### src/rtl/adder_bist_pkg.sv
// Shared types and constants for the adder BIST sequencer and its LFSR.
package adder_bist_pkg;

    typedef enum logic [2:0] {
        ST_IDLE   = 3'd0,
        ST_LOAD   = 3'd1,
        ST_RUN    = 3'd2,
        ST_SETTLE = 3'd3,
        ST_CHECK  = 3'd4,
        ST_FINISH = 3'd5
    } state_t;

    localparam logic [31:0] LFSR_TAPS     = 32'h8020_0003;
    localparam logic [31:0] LFSR_SEED_DEF = 32'd1;

    // Right-shift Galois step; mask bit 0 is the feedback bit itself, so the taps land on bits [31:1].
    function automatic logic [31:0] lfsr_next(input logic [31:0] x);
        return {1'b0, x[31:1]} ^ ({32{x[0]}} & {LFSR_TAPS[31:1], 1'b0});
    endfunction

endpackage

### src/rtl/adder_bist_lfsr.sv
// 32-bit Galois LFSR: seed load (zero replaced by the default seed) and a two-step advance per step pulse.
module adder_bist_lfsr
    import adder_bist_pkg::*;
(
    input  logic        clk,
    input  logic        rst_n,
    input  logic        load,
    input  logic [31:0] seed,
    input  logic        step,
    output logic [31:0] value,
    output logic [31:0] value_next
);

    assign value_next = lfsr_next(value);

    always_ff @(posedge clk or negedge rst_n) begin
        if (!rst_n) begin
            value <= LFSR_SEED_DEF;
        end else if (load) begin
            value <= (seed == '0) ? LFSR_SEED_DEF : seed;
        end else if (step) begin
            value <= lfsr_next(value_next);
        end
    end

endmodule

### src/rtl/adder_bist_sequencer.sv
// BIST initiator for the instrumented adder: drives random operands, checks sums, tracks errors and ring counts.
// Optional: define ADDER_BIST_HALT_ON_FAIL_EN to end the campaign at the first mismatching vector.
module adder_bist_sequencer
    import adder_bist_pkg::*;
#(
    parameter int WIDTH         = 32,
    parameter int RUN_CYCLES    = 16,
    parameter int SETTLE_CYCLES = 2,
    parameter int CNT_W         = 16
) (
    input  logic             wb_clk_i,
    input  logic             wb_rst_ni,
    input  logic             start,
    input  logic [CNT_W-1:0] num_vectors,
    input  logic [WIDTH-1:0] seed,
    output logic [WIDTH-1:0] a_out,
    output logic [WIDTH-1:0] b_out,
    output logic             adder_run,
    input  logic [WIDTH-1:0] sum_in,
    input  logic [WIDTH-1:0] ring_count_in,
    output logic             busy,
    output logic             done,
    output logic [CNT_W-1:0] vec_count,
    output logic [CNT_W-1:0] err_count,
    output logic [CNT_W-1:0] first_fail_idx,
    output logic [WIDTH-1:0] max_ring
);

    localparam logic [2:0] IDLE   = ST_IDLE;
    localparam logic [2:0] LOAD   = ST_LOAD;
    localparam logic [2:0] RUN    = ST_RUN;
    localparam logic [2:0] SETTLE = ST_SETTLE;
    localparam logic [2:0] CHECK  = ST_CHECK;
    localparam logic [2:0] FINISH = ST_FINISH;

    localparam int CYC_MAX = (RUN_CYCLES > SETTLE_CYCLES) ? RUN_CYCLES : SETTLE_CYCLES;
    localparam int CYC_W   = $clog2(CYC_MAX + 1);

    logic [2:0]       state;
    logic [CYC_W-1:0] cyc;
    logic [CNT_W-1:0] num_lat;
    logic [CNT_W-1:0] vec_next;
    logic [WIDTH-1:0] sum_ref;
    logic [31:0]      lfsr_val;
    logic [31:0]      lfsr_nxt;
    logic             start_ok;
    logic             mismatch;
    logic             halt;

    assign start_ok  = (state == IDLE) && start;
    assign adder_run = (state == RUN);
    assign sum_ref   = a_out + b_out;
    assign mismatch  = (sum_in != sum_ref);
    assign vec_next  = vec_count + CNT_W'(1);

`ifdef ADDER_BIST_HALT_ON_FAIL_EN
    assign halt = mismatch;
`else
    assign halt = 1'b0;
`endif

    adder_bist_lfsr u_lfsr (
        .clk        (wb_clk_i),
        .rst_n      (wb_rst_ni),
        .load       (start_ok),
        .seed       (32'(seed)),
        .step       (state == LOAD),
        .value      (lfsr_val),
        .value_next (lfsr_nxt)
    );

    always_ff @(posedge wb_clk_i or negedge wb_rst_ni) begin
        if (!wb_rst_ni) begin
            state          <= IDLE;
            cyc            <= '0;
            num_lat        <= '0;
            a_out          <= '0;
            b_out          <= '0;
            busy           <= 1'b0;
            done           <= 1'b0;
            vec_count      <= '0;
            err_count      <= '0;
            first_fail_idx <= '0;
            max_ring       <= '0;
        end else begin
            case (state)
                IDLE: begin
                    if (start) begin
                        num_lat        <= num_vectors;
                        vec_count      <= '0;
                        err_count      <= '0;
                        first_fail_idx <= '0;
                        max_ring       <= '0;
                        done           <= 1'b0;
                        busy           <= 1'b1;
                        state          <= (num_vectors == '0) ? FINISH : LOAD;
                    end
                end
                LOAD: begin
                    a_out <= WIDTH'(lfsr_val);
                    b_out <= WIDTH'(lfsr_nxt);
                    cyc   <= '0;
                    state <= RUN;
                end
                RUN: begin
                    if (cyc == CYC_W'(RUN_CYCLES - 1)) begin
                        cyc   <= '0;
                        state <= SETTLE;
                    end else begin
                        cyc <= cyc + CYC_W'(1);
                    end
                end
                SETTLE: begin
                    if (cyc == CYC_W'(SETTLE_CYCLES - 1)) begin
                        cyc   <= '0;
                        state <= CHECK;
                    end else begin
                        cyc <= cyc + CYC_W'(1);
                    end
                end
                CHECK: begin
                    if (mismatch) begin
                        if (err_count != '1) err_count <= err_count + CNT_W'(1);
                        if (err_count == '0) first_fail_idx <= vec_count;
                    end
                    if (ring_count_in > max_ring) max_ring <= ring_count_in;
                    vec_count <= vec_next;
                    state     <= (vec_next == num_lat || halt) ? FINISH : LOAD;
                end
                FINISH: begin
                    busy  <= 1'b0;
                    done  <= 1'b1;
                    state <= IDLE;
                end
                default: state <= IDLE;
            endcase
        end
    end

endmodule

### config.mk
export PLATFORM = sky130hd
export DESIGN_NAME = adder_bist_sequencer
export DESIGN_NICKNAME = d
export VERILOG_FILES = /design/src/rtl/adder_bist_pkg.sv /design/src/rtl/adder_bist_lfsr.sv /design/src/rtl/adder_bist_sequencer.sv
export SDC_FILE = /design/constraint.sdc
export NUM_CORES = 1
export LEC_CHECK = 0
export CORE_AREA = 2 2 122 213
export CTS_BUF_LIST = sky130_fd_sc_hd__clkbuf_16
export DETAILED_ROUTE_END_ITERATION = 12
export DIE_AREA = 0 0 124 215
export PLACE_DENSITY = 0.78
export SLEW_MARGIN = 20
export SYNTH_ARGS = -nofsm -noshare
export SYNTH_HDL_FRONTEND = slang
export SYNTH_SLANG_ARGS = --single-unit
### constraint.sdc
create_clock -name wb_clk_i -period 4.3 [get_ports wb_clk_i]
set_clock_uncertainty 0.05 [all_clocks]
set_input_delay 0.43 -clock wb_clk_i [delete_from_list [all_inputs] [get_ports wb_clk_i]]
set_output_delay 0.43 -clock wb_clk_i [all_outputs]
set_load 0.02 [all_outputs]
Word-level counts from Yosys, hierarchy flattened
Index checks and enable logic that the tools add are counted.
{"block": "totals", "regBits": 202, "output_inout_bits": 147, "input_bits": 115, "wordCells": 79}
{"block": "op_classes", "n_bitwise": 2, "reduce_logical": 16, "n_eq_ne": 17, "n_mux": 27, "order_cmp": 1, "n_addsub": 4}
{"cell": "32-bit 2-to-1 mux", "count": 5}
{"cell": "16-bit one-hot mux with 2 select lines", "count": 3}
{"cell": "16-bit 2-to-1 mux", "count": 5}
{"cell": "32-bit one-hot mux with 2 select lines", "count": 1}
{"cell": "31-bit by 32-bit XOR with 32-bit output", "count": 2}
{"cell": "16-bit by 1-bit adder with 16-bit output (second input constant)", "count": 2}
{"cell": "32-bit adder", "count": 1}
{"cell": "32-bit greater-than comparator", "count": 1}
{"cell": "16-bit zero test", "count": 2}
{"cell": "32-bit zero test", "count": 1}
{"cell": "32-bit inequality test", "count": 1}
{"cell": "16-bit equality test", "count": 1}
{"cell": "16-bit inequality test (second input constant)", "count": 1}
{"cell": "3-bit 2-to-1 mux", "count": 5}
{"cell": "3-bit one-hot mux with 5 select lines", "count": 1}
{"cell": "5-bit one-hot mux with 3 select lines", "count": 1}
{"cell": "2-bit inequality test (second input constant)", "count": 6}
{"cell": "5-bit 2-to-1 mux", "count": 2}
{"cell": "4-bit AND reduction", "count": 2}
{"cell": "3-bit by 2-bit equality test with 1-bit output (second input constant)", "count": 2}
{"cell": "3-bit equality test (second input constant)", "count": 2}
{"cell": "2-bit AND reduction", "count": 3}
{"cell": "3-bit AND reduction", "count": 2}
{"cell": "2-bit nonzero test", "count": 3}
{"cell": "10 further kinds", "count": 12}

Logic depth before layout (Yosys ltp)
{"block": "logic_depth", "word_depth": 4, "mapped_depth": 14, "mapped_depth_nobuf": 12}

By module
From an unflattened synthesis, not the netlist that was laid out.
{"block": "hier_totals", "cells_unflattened": 1328, "hier_area_um2": 12594.6}
{"mod": "adder_bist_sequencer", "area_each_um2": 10767.8, "cells_each": 1143, "instances": 1, "seq_area_each_um2": 4254.1}
{"mod": "adder_bist_lfsr", "area_each_um2": 1826.8, "cells_each": 185, "instances": 1, "seq_area_each_um2": 802.0}

Worst setup path before layout
Ideal clock, no wire load.
{"block": "synth_path", "path_kind": "flip-flop to flip-flop", "from": "reg a_out[1]", "to": "reg first_fail_idx[10]", "setup_slack_ns": 0.173, "required_time_ns": 4.171, "arrival_ns": 3.997, "path_stages_with_launch": 15, "setup_time_ns": 0.079, "cell_sequence": "dfrtp_1 ha_1 fa_1 a21o_1 a221oi_2 mux2_4 a2111oi_4 nand4_1 nor4_1 o2111ai_1 nor4_4 a21o_1 buf_6 buf_12 mux2i_1"}
{"block": "synth_between", "elab_chain_cells": 4}
{"item": "from (decl)", "line": "adder_bist_sequencer.sv:16", "rtl": "output logic [WIDTH-1:0] a_out,"}
{"item": "from (signal assigned)", "line": "adder_bist_sequencer.sv:100", "rtl": "a_out <= WIDTH'(lfsr_val);"}
{"item": "32-bit adder", "line": "adder_bist_sequencer.sv:52", "rtl": "assign sum_ref = a_out + b_out;"}
{"item": "32-bit inequality test", "line": "adder_bist_sequencer.sv:53", "rtl": "assign mismatch = (sum_in != sum_ref);"}
{"item": "2-bit inequality test (no source line)"}
{"item": "4-bit AND reduction (no source line)"}
{"item": "to (signal assigned)", "line": "adder_bist_sequencer.sv:124", "rtl": "if (err_count == '0) first_fail_idx <= vec_count;"}
{"item": "to (decl)", "line": "adder_bist_sequencer.sv:25", "rtl": "output logic [CNT_W-1:0] first_fail_idx,"}
Every way passes these cells.
A chain may end at the register's enable or synchronous reset.

Worst setup path after layout
{"block": "layout_path", "from": "reg a_out[5]", "to": "reg err_count[1]"}
{"block": "layout_between", "elab_chain_cells": 4}
{"item": "32-bit adder", "line": "adder_bist_sequencer.sv:52"}
{"item": "32-bit inequality test", "line": "adder_bist_sequencer.sv:53"}
{"item": "2-bit inequality test (no source line)"}
{"item": "4-bit AND reduction (no source line)"}
{"item": "to (signal assigned)", "line": "adder_bist_sequencer.sv:123", "rtl": "if (err_count != '1) err_count <= err_count + CNT_W'(1);"}
{"item": "to (decl)", "line": "adder_bist_sequencer.sv:24", "rtl": "output logic [CNT_W-1:0] err_count,"}
Every way passes these cells.

==> results.md <==
* Status: completed
* Die Wd at 124 um
* Global route total overflow at 0
* Top-count cell post-synth: nand2_1
* Relative slew slack at 36.9%
* Largest net degree at the start of global routing at 113
* Top cells by area, synth: dfrtp_1, nand2_1, ha_1
* Worst Hold Class: in -> async
* Clock latency on the worst-skew pair at 0.45 ns
* Synth Area per Inst at 8.50 um2
* Post-Place Cell Area at 14400 um2
* Post-CTS setup buffers at 0
* Die height at 215 um
* DRT iter0 DRCs at 707
* VDD IR max at 0.000246 V
* Final Instance Area at 15000 um2
* Top-area cell type share of the netlist area at 37.0%
* Vias in the first global route at 11300
* Final setup vio count at 0
* Crit path capture type: flip-flop
* Initial core utilization at 46.2%
* DRT Pass-1 Iters at 5
* Drt drc at 0
* Gate power share at 7.0%
* Layout cell share with drive strength beyond 1 at 7.92%
* Vias per inst at 5.83
* Synth async-reset ratio at 100%
* Final period util at 95.3%
* Register bit count reported by yosys at 172
* First-pass GRT wire length at 61800 um
* Top FF cell, synth: dfrtp_1
* Area of the core at 25000 um2
* Syn nets at 1546
* Total CTS buffers at 17
* LEAKAGE at 6.55 nW
* CTS Sinks at 172
* Synthesized area at 11600 um2
* Number of enable flip-flop cells after synthesis at 0
* Setup crit start kind: flip-flop
* Int Pwr at 2.66 mW
* Sequential-to-total area share from yosys stat at 37.2%
* Htree depth at 4
* Clock share of power at 46.4%
* CTS root buf: clkbuf_16
* Count of cell types in the netlist at 76
* Worst-Margin Slew at 0.947 ns
* RSZ-0062 raised after global routing: no
* Switching part of the total power at 23.3%
* Pwr Density at 231 nW/um2
* CP arrival at 4.38 ns
* Total GRT Usage at 31.0%
* Clock transition at path regs at 0.07 ns
* # Max-Cap Violations at 0
* Drt total wl at 40700 um
* Row count at 77
* Sum of negative setup slack at 0 ns
* Hold Vio Cnt, Final at 0
* Antenna violations before repair at 3
* Crit path max fanout at 13
* CTS tree: done
* NumNets Final at 1764
* Syn Inst Count at 1360
* Min Tclk post-route at 4.10 ns
* WP data required at 4.58 ns
* Fmax at 0.244 GHz
* Yosys top cell by area: dfrtp_1
* I/O pins at 262
* P_sw at 0.809 mW
* WL/cell at 21.3 um
* DP HPWL at 30800 um
* PortBufs at 261
* Clock buffer depth at 2
* Area grow syn2layout at 29.6%
* Routed Antenna Nets at 0
* Placer Congestion at 1.03
* Synth cell count leaders: nand2_1, dfrtp_1, nor2_1, o21ai_0, ha_1
* Sequential share of power at 46.6%
* Max Slew Vio Count at 0
* Area of the die at 26700 um2
* Setup CP Type: reg -> reg
* Via count at 11100
* Yosys warnings at 0
## final timing paths
check	startpoint	end	slack, ns	cells past startpoint
setup / recovery	a_out[5]	err_count[1]	0.20	14
hold / removal	wb_rst_ni	a_out[11]	0.05	1
setup reg to reg	a_out[5]	err_count[1]	0.20	14
hold reg to reg	u_lfsr.value[25]	a_out[25]	0.44	2
max in group asynchronous	wb_rst_ni	state[2]	3.20	2
min in group wb_clk_i	u_lfsr.value[25]	a_out[25]	0.44	2
## repair_timing
action / 4_1_cts / 5_1_grt
gates resized for setup: 0 / 4
hold buffers: 0 / 0
setup endpoints to repair: 0 / 32
## critical path, cell delays in order (launching register included)
cell,delay (ns)
dfrtp_1,0.46
ha_1,0.45
and3_1,0.24
a221oi_4,0.09
buf_4,0.17
o31a_1,0.29
a211oi_1,0.30
buf_4,0.22
a21boi_0,0.38
nor3_1,0.10
o22ai_1,0.27
nor4_4,0.07
buf_6,0.16
or2_2,0.41
a211o_1,0.32
## metrics by stage
step	instances	worst slack (ns)	hold slack [ns]	utilization, %	power (mW)
after floorplan	1360	0.173	0.0844	-	1.70
after global placement	1875	0.144	0.427	57.3	1.89
after detailed placement	1875	0.0847	0.428	57.3	1.89
after CTS	1906	0.0719	0.140	59.7	3.49
after global routing	1907	0.0124	0.127	59.8	3.58
final	1908	0.201	0.0477	59.8	3.47
## power by group through the flow
stage                     clock network [mW]  registers (mW)  logic, mW
final                                   1.61            1.62      0.242
after floorplan                            0            1.65     0.0525
after global routing                    1.70            1.62      0.258
after global placement                     0            1.65      0.240
after CTS                               1.64            1.62      0.240
after detailed placement                   0            1.65      0.238
## routing by layer
layer / vias up / track usage [%] / part of all wire [%]
met4: 4 / 21.4 / 7.6
met2: 508 / 54.9 / 52
met5: - / 0 / 0.061
met3: 164 / 7.46 / 7.0
met1: 5266 / 30.9 / 34
li1: 5187 / - / -
## logic make-up after synthesis
family | count (synthesis) | share of synthesized area (%)
simple gates | 534 | 20.7
compound gates | 293 | 16.9
flops | 172 | 37.2
buf+inv | 165 | 6.87
xor+xnor | 73 | 5.69
fa+ha+maj | 71 | 7.75
mux | 52 | 4.88
## placed cells by master (no fill, tap or decap), drive strengths merged, types with 38 or more instances in the layout
master / Yosys / routed
xnor2: 46 / 46
inv: 68 / 71
dfrtp: 171 / 171
a21oi: 54 / 54
nand2: 276 / 276
ha: 70 / 70
o21ai: 77 / 77
clkdlybuf4s50: 0 / 260
a31oi: 38 / 38
nor2: 100 / 100
## flip-flops by register name, indices dropped and copies added, names as in the netlist
signal	count
u_lfsr.value	32
first_fail_idx	16
num_lat	16
cyc	5
vec_count	16
err_count	16
state	3
a_out	31
max_ring	32
done	1
b_out	3
busy	1
## final cells by class
| cell class | count | area, um2 |
|---|---|---|
| Clock buffer | 17 | 425 |
| Inverter | 68 | 255 |
| Fill cell | 2194 | 10100 |
| Clock inverter | 14 | 170 |
| Sequential cell | 172 | 4310 |
| Timing Repair Buffer | 296 | 2920 |
| Antenna cell | 2 | 5.00 |
| Multi-Input combinational cell | 1023 | 6510 |
| Tap cell | 316 | 395 |
(Power assumes the default switching activity.)
